--- src/rtl/tic_computer_move_gen_pkg.sv ---
// tic_computer_move_gen_pkg: cell codes, line and free-cell tables, FSM state encoding
package tic_computer_move_gen_pkg;
  localparam logic [1:0] EMPTY  = 2'b00;
  localparam logic [1:0] PLAYER = 2'b01;
  localparam logic [1:0] COMP   = 2'b10;
  // Three board cells per line: rows, then columns, then the two diagonals
  localparam logic [3:0] LINE_TBL [8][3] = '{
    '{4'd0, 4'd1, 4'd2}, '{4'd3, 4'd4, 4'd5}, '{4'd6, 4'd7, 4'd8},
    '{4'd0, 4'd3, 4'd6}, '{4'd1, 4'd4, 4'd7}, '{4'd2, 4'd5, 4'd8},
    '{4'd0, 4'd4, 4'd8}, '{4'd2, 4'd4, 4'd6}
  };
  // Corners are preferred over edges when no tactical move exists
  localparam logic [3:0] FREE_ORDER [8] = '{
    4'd0, 4'd2, 4'd6, 4'd8, 4'd1, 4'd3, 4'd5, 4'd7
  };
  typedef enum logic [2:0] {
    IDLE, SNAP, SCAN_WIN, SCAN_BLOCK, CHK_CENTER, SCAN_FREE, DONE, NOMOVE
  } state_t;
endpackage

--- src/rtl/tic_computer_move_gen_line_eval.sv ---
// tic_computer_move_gen_line_eval: flags a line holding two marks and one empty cell
module tic_computer_move_gen_line_eval
  import tic_computer_move_gen_pkg::*;
(
  input  logic [1:0] c0,
  input  logic [1:0] c1,
  input  logic [1:0] c2,
  input  logic [1:0] mark,
  output logic       hit,
  output logic [1:0] empty_sel
);
  logic [1:0] n_mark;
  logic [1:0] n_empty;
  // Count marks and empties; a blocked (11) cell counts as neither
  always_comb begin
    n_mark    = 2'(c0 == mark) + 2'(c1 == mark) + 2'(c2 == mark);
    n_empty   = 2'(c0 == EMPTY) + 2'(c1 == EMPTY) + 2'(c2 == EMPTY);
    hit       = (n_mark == 2'd2) && (n_empty == 2'd1);
    empty_sel = (c0 == EMPTY) ? 2'd0 : (c1 == EMPTY) ? 2'd1 : 2'd2;
  end
endmodule

--- src/rtl/tic_computer_move_gen.sv ---
// tic_computer_move_gen: sequential win/block/centre/corner/edge move search on a board snapshot
module tic_computer_move_gen
  import tic_computer_move_gen_pkg::*;
(
  input  logic       clock,
  input  logic       reset,
  input  logic       start,
  input  logic [1:0] pos1,
  input  logic [1:0] pos2,
  input  logic [1:0] pos3,
  input  logic [1:0] pos4,
  input  logic [1:0] pos5,
  input  logic [1:0] pos6,
  input  logic [1:0] pos7,
  input  logic [1:0] pos8,
  input  logic [1:0] pos9,
  output logic [3:0] computer_position,
  output logic       pc,
  output logic       no_move,
  output logic       busy
);
  state_t           state;
  logic [8:0][1:0]  snap;
  logic [2:0]       line;
  logic [2:0]       idx;
  logic [1:0]       mark;
  logic             hit;
  logic [1:0]       empty_sel;
  logic [3:0]       sel_cell;
  logic [3:0]       free_cell;
  logic             free_hit;
  // One evaluator serves both line scans; only the mark being counted differs
  always_comb begin
    mark      = (state == SCAN_BLOCK) ? PLAYER : COMP;
    sel_cell  = LINE_TBL[line][empty_sel];
    free_cell = FREE_ORDER[idx];
    free_hit  = snap[free_cell] == EMPTY;
  end
  tic_computer_move_gen_line_eval u_eval (
    .c0        (snap[LINE_TBL[line][0]]),
    .c1        (snap[LINE_TBL[line][1]]),
    .c2        (snap[LINE_TBL[line][2]]),
    .mark      (mark),
    .hit       (hit),
    .empty_sel (empty_sel)
  );
  // Search FSM with counters; strobes are set on the edge entering DONE/NOMOVE
  always_ff @(posedge clock or negedge reset) begin
    if (!reset) begin
      state             <= IDLE;
      snap              <= '0;
      line              <= '0;
      idx               <= '0;
      computer_position <= '0;
      pc                <= 1'b0;
      no_move           <= 1'b0;
      busy              <= 1'b0;
    end else begin
      pc      <= 1'b0;
      no_move <= 1'b0;
      case (state)
        IDLE: if (start) begin
          state <= SNAP;
          busy  <= 1'b1;
        end
        SNAP: begin
          snap  <= {pos9, pos8, pos7, pos6, pos5, pos4, pos3, pos2, pos1};
          line  <= '0;
          state <= SCAN_WIN;
        end
        SCAN_WIN, SCAN_BLOCK: if (hit) begin
          computer_position <= sel_cell;
          pc                <= 1'b1;
          state             <= DONE;
        end else begin
          line <= line + 3'd1;
          if (line == 3'd7) state <= (state == SCAN_WIN) ? SCAN_BLOCK : CHK_CENTER;
        end
        CHK_CENTER: if (snap[4] == EMPTY) begin
          computer_position <= 4'd4;
          pc                <= 1'b1;
          state             <= DONE;
        end else begin
          idx   <= '0;
          state <= SCAN_FREE;
        end
        SCAN_FREE: if (free_hit) begin
          computer_position <= free_cell;
          pc                <= 1'b1;
          state             <= DONE;
        end else begin
          idx <= idx + 3'd1;
          if (idx == 3'd7) begin
            no_move <= 1'b1;
            state   <= NOMOVE;
          end
        end
        DONE, NOMOVE: begin
          state <= IDLE;
          busy  <= 1'b0;
        end
        default: state <= IDLE;
      endcase
    end
  end
endmodule

--- config.mk ---
export PLATFORM = sky130hd
export DESIGN_NAME = tic_computer_move_gen
export DESIGN_NICKNAME = d
export VERILOG_FILES = /design/src/rtl/tic_computer_move_gen_pkg.sv /design/src/rtl/tic_computer_move_gen_line_eval.sv /design/src/rtl/tic_computer_move_gen.sv
export SDC_FILE = /design/constraint.sdc
export NUM_CORES = 1
export LEC_CHECK = 0
export CAP_MARGIN = 20
export CORE_ASPECT_RATIO = 1.25
export CORE_MARGIN = 8
export CORE_UTILIZATION = 50
export CTS_CLUSTER_DIAMETER = 100
export DETAILED_ROUTE_END_ITERATION = 10
export PLACE_DENSITY = 0.74
export SKIP_LAST_GASP = 1
export SYNTH_ARGS = -nofsm -noshare
export SYNTH_HDL_FRONTEND = slang
export SYNTH_HIERARCHICAL = 1
export SYNTH_SLANG_ARGS = --single-unit
--- constraint.sdc ---
create_clock -name clock -period 11.4 [get_ports clock]
set_clock_uncertainty 0.15 [all_clocks]
set_input_delay 2.85 -clock clock [delete_from_list [all_inputs] [get_ports clock]]
set_output_delay 2.85 -clock clock [all_outputs]
set_load 0.05 [all_outputs]
==> results.yml <==
outcome:
  status: "completed"
sta:
  tightest_slew_ns: 0.947
  hold_violations: 0
  finalMaxSlewViolations: 0
  layout_setup_ws_ns: 6.87
  fin_crit_sh: 0.397
  timing.final.crit_period_ns: 4.53
  finalSetupViolCount: 0
  slew_headroom: 0.368
  tns_ns: 0
  rsz0062_at_grt: "false"
  fmax_ghz: 0.221
worst_setup_path:
  crit_arrival_ns: 4.56
  cp_slowest_stage_delay_ns: 0.57
  cp-start-kind: "register"
  endpoint_kind: "register"
  critical_path_class: "register to register"
  required_ns: 11.43
  critPathMaxFanout: 10
  crit_slowest_cell: "mux4_2"
  crit_chain: "inv_1 -> ha_1 -> nor2b_1 -> a21oi_2 -> mux4_2 -> a21oi_1 -> a31oi_1 -> xnor2_1 -> nand2_1 -> fa_1 -> and4bb_2 -> a22o_1 -> nor3_2 -> inv_2 -> mux2_4"
logic_synthesis:
  muxShareOfSynthArea: 0.241
  synth_top_family_by_area: "multiplexers"
  syn_area_um2: 2550
  yosysTopAreaCell: "dfrtp_1"
  synthTopCellsByArea: "dfrtp_1 33%, mux2_2 9.3%, mux4_2 7.9%"
  synth_top_area_share: 0.333
  synth_edf_count: 0
  synth-xor-area-share: 0.0206
  yosysUniqueCellTypes: 53
  ys_top_cells_by_count: "34 x dfrtp_1, 21 x mux2_2, 18 x nand2_1"
  yosysMostFrequentCell: "dfrtp_1"
  syn_area_per_cell_um2: 10.5
  synthSimpleGateAreaFrac: 0.160
  seq_area_frac_synth: 0.333
  ys_warn_count: 6
  synth-seq-cells: 34
  synthAdderAreaFrac: 0.0598
  synth_compound_area_frac: 0.136
  syn_inst: 242
  synthArstFlopShare: 1.00
  synth_ff_type: "dfrtp_1"
  synthesis.nets: 274
final_layout:
  n_fill_cell: 410
  layout-drive-gt1-share: 0.210
  antenna_cells: 0
  fin_nets: 298
  syn2layout_area_growth_pct: 15.2
route:
  drt_iter0_drc: 104
  vias: 1999
  dr.pass1.iters: 4
  wl_mm: 5.77
  detail-route-antenna-nets: 0
  vias_per_cell: 6.08
  drcViolationCount: 0
  wl_per_cell_um: 17.5
floorplan:
  coreArea_um2: 5010
  rows: 29
  num_io_pins: 28
  die_x_um: 79.9
  start_util: 0.510
  dieArea_um2: 7660
  die_h_um: 95.9
clock_tree:
  cts-root-buf: "clkbuf_8"
  cts_inserted_buffers: 5
  cts_buffer_depth: 2
  hold_buffers: 0
  cts_tree: "built"
  clk_pin_slew_ns: 0.07
  clock_latency_ns: 0.29
  cts_setup_buffers: 0
  htreeDepth: 2
  cts_resized: 0
  cts.sink_count: 34
run:
  cap_violations: 0
global_routing:
  grt_pass1_wl_mm: 9.83
  grt_pass1_vias: 2002
  gr-total-overflow: 0
  gr-usage-all-layers: 0.167
  grt_start_max_net_pins: 35
  antenna_found_initial: 0
hold_path:
  hold_path.class: "register to register"
placement:
  pre_cts_slack_ns: 6.88
  hpwl_mm: 4.40
  port_buffers: 27
  routabilityCongestion: 0.886
cells in the final DEF, fill, tap and decap left out, types with 2 or more instances in the layout:
cell | synthesis | routed
dfrtp_1 | 34 | 34
nor4_2 | 3 | 3
nor3_1 | 6 | 6
o21ai_0 | 6 | 6
mux2i_1 | 16 | 16
nor2_1 | 13 | 13
mux2_2 | 21 | 21
o22ai_1 | 3 | 3
nand4_1 | 2 | 2
or2_0 | 2 | 2
mux4_2 | 9 | 9
fa_1 | 2 | 2
xnor2_1 | 6 | 6
nand2_1 | 18 | 18
nor4_1 | 3 | 3
a221o_1 | 2 | 2
clkbuf_8 | 0 | 6
nand2b_1 | 3 | 3
and2_1 | 2 | 2
a31oi_1 | 2 | 2
a22o_1 | 6 | 6
a21oi_1 | 13 | 13
inv_1 | 14 | 14
ha_1 | 9 | 9
buf_4 | 1 | 2
nor3_2 | 2 | 2
nor2b_1 | 4 | 4
a211oi_1 | 6 | 6
clkdlybuf4s50_1 | 0 | 27
layout make-up:
class,count,area [µm²],area share
timing repair buffer,29,285,0.0970
multi-input combinational,181,1580,0.536
clock inverter,2,12.5,0.00426
inverter,15,56.3,0.0191
clock buffer,6,82.6,0.0281
tap,62,77.6,0.0264
sequential,34,851,0.289
worst max-delay path: cells and delay by family, from the launching register on:
kind            cells  cell delay (ns)
compound gates      4             0.90
simple gates        4             0.86
mux                 2             0.86
fa+ha+maj           2             0.79
flops               1             0.47
buf+inv             2             0.20
xor+xnor            1             0.17
routing by layer:
metal | up-vias | GRT usage | routed length, µm
li1 | 958 | - | -
met1 | 980 | 0.188 | 2450
met2 | 44 | 0.290 | 2880
met3 | 17 | 0.0299 | 228
met4 | 0 | 0.0912 | 210
met5 | - | 0 | 0
final timing paths:
path                                                   from                          endpoint  slack, ns  cells after the start
min reg2reg                computer_position[1]$_DFFE_PN0P_  computer_position[1]$_DFFE_PN0P_       0.38                      1
min in group asynchronous                             reset               snap[6]$_DFFE_PN0P_       2.81                      2
max                                     line[1]$_DFFE_PN0P_  computer_position[1]$_DFFE_PN0P_       6.87                     15
max in group asynchronous                             reset               line[1]$_DFFE_PN0P_       7.96                      2
max reg2reg                             line[1]$_DFFE_PN0P_  computer_position[1]$_DFFE_PN0P_       6.87                     15
min                        computer_position[1]$_DFFE_PN0P_  computer_position[1]$_DFFE_PN0P_       0.38                      1
per-stage QoR:
| step | hold WS (ns) | util | std cells | instance area (µm²) |
|---|---|---|---|---|
| after floorplan | 0.354 | - | 242 | 2550 |
| after global placement | 0.355 | 0.568 | 321 | 2850 |
| after detailed placement | 0.362 | 0.568 | 321 | 2850 |
| after CTS | 0.382 | 0.587 | 329 | 2940 |
| after global routing | 0.389 | 0.587 | 329 | 2940 |
| final | 0.376 | 0.587 | 329 | 2940 |
state kept, by name, summed over array words and instances, names as in the netlist:
name,flops
busy,1
snap,18
no_move,1
state,3
pc,1
idx,3
computer_position,4
line,3
cells by family after synthesis:
family,after synthesis
mux,47
compound gates,49
simple gates,68
xor+xnor,6
buf+inv,27
flops,34
fa+ha+maj,11
Power is left out: the tool's default activity adds up to more than one toggle a clock period on the data nets, which glitch-free logic cannot reach.
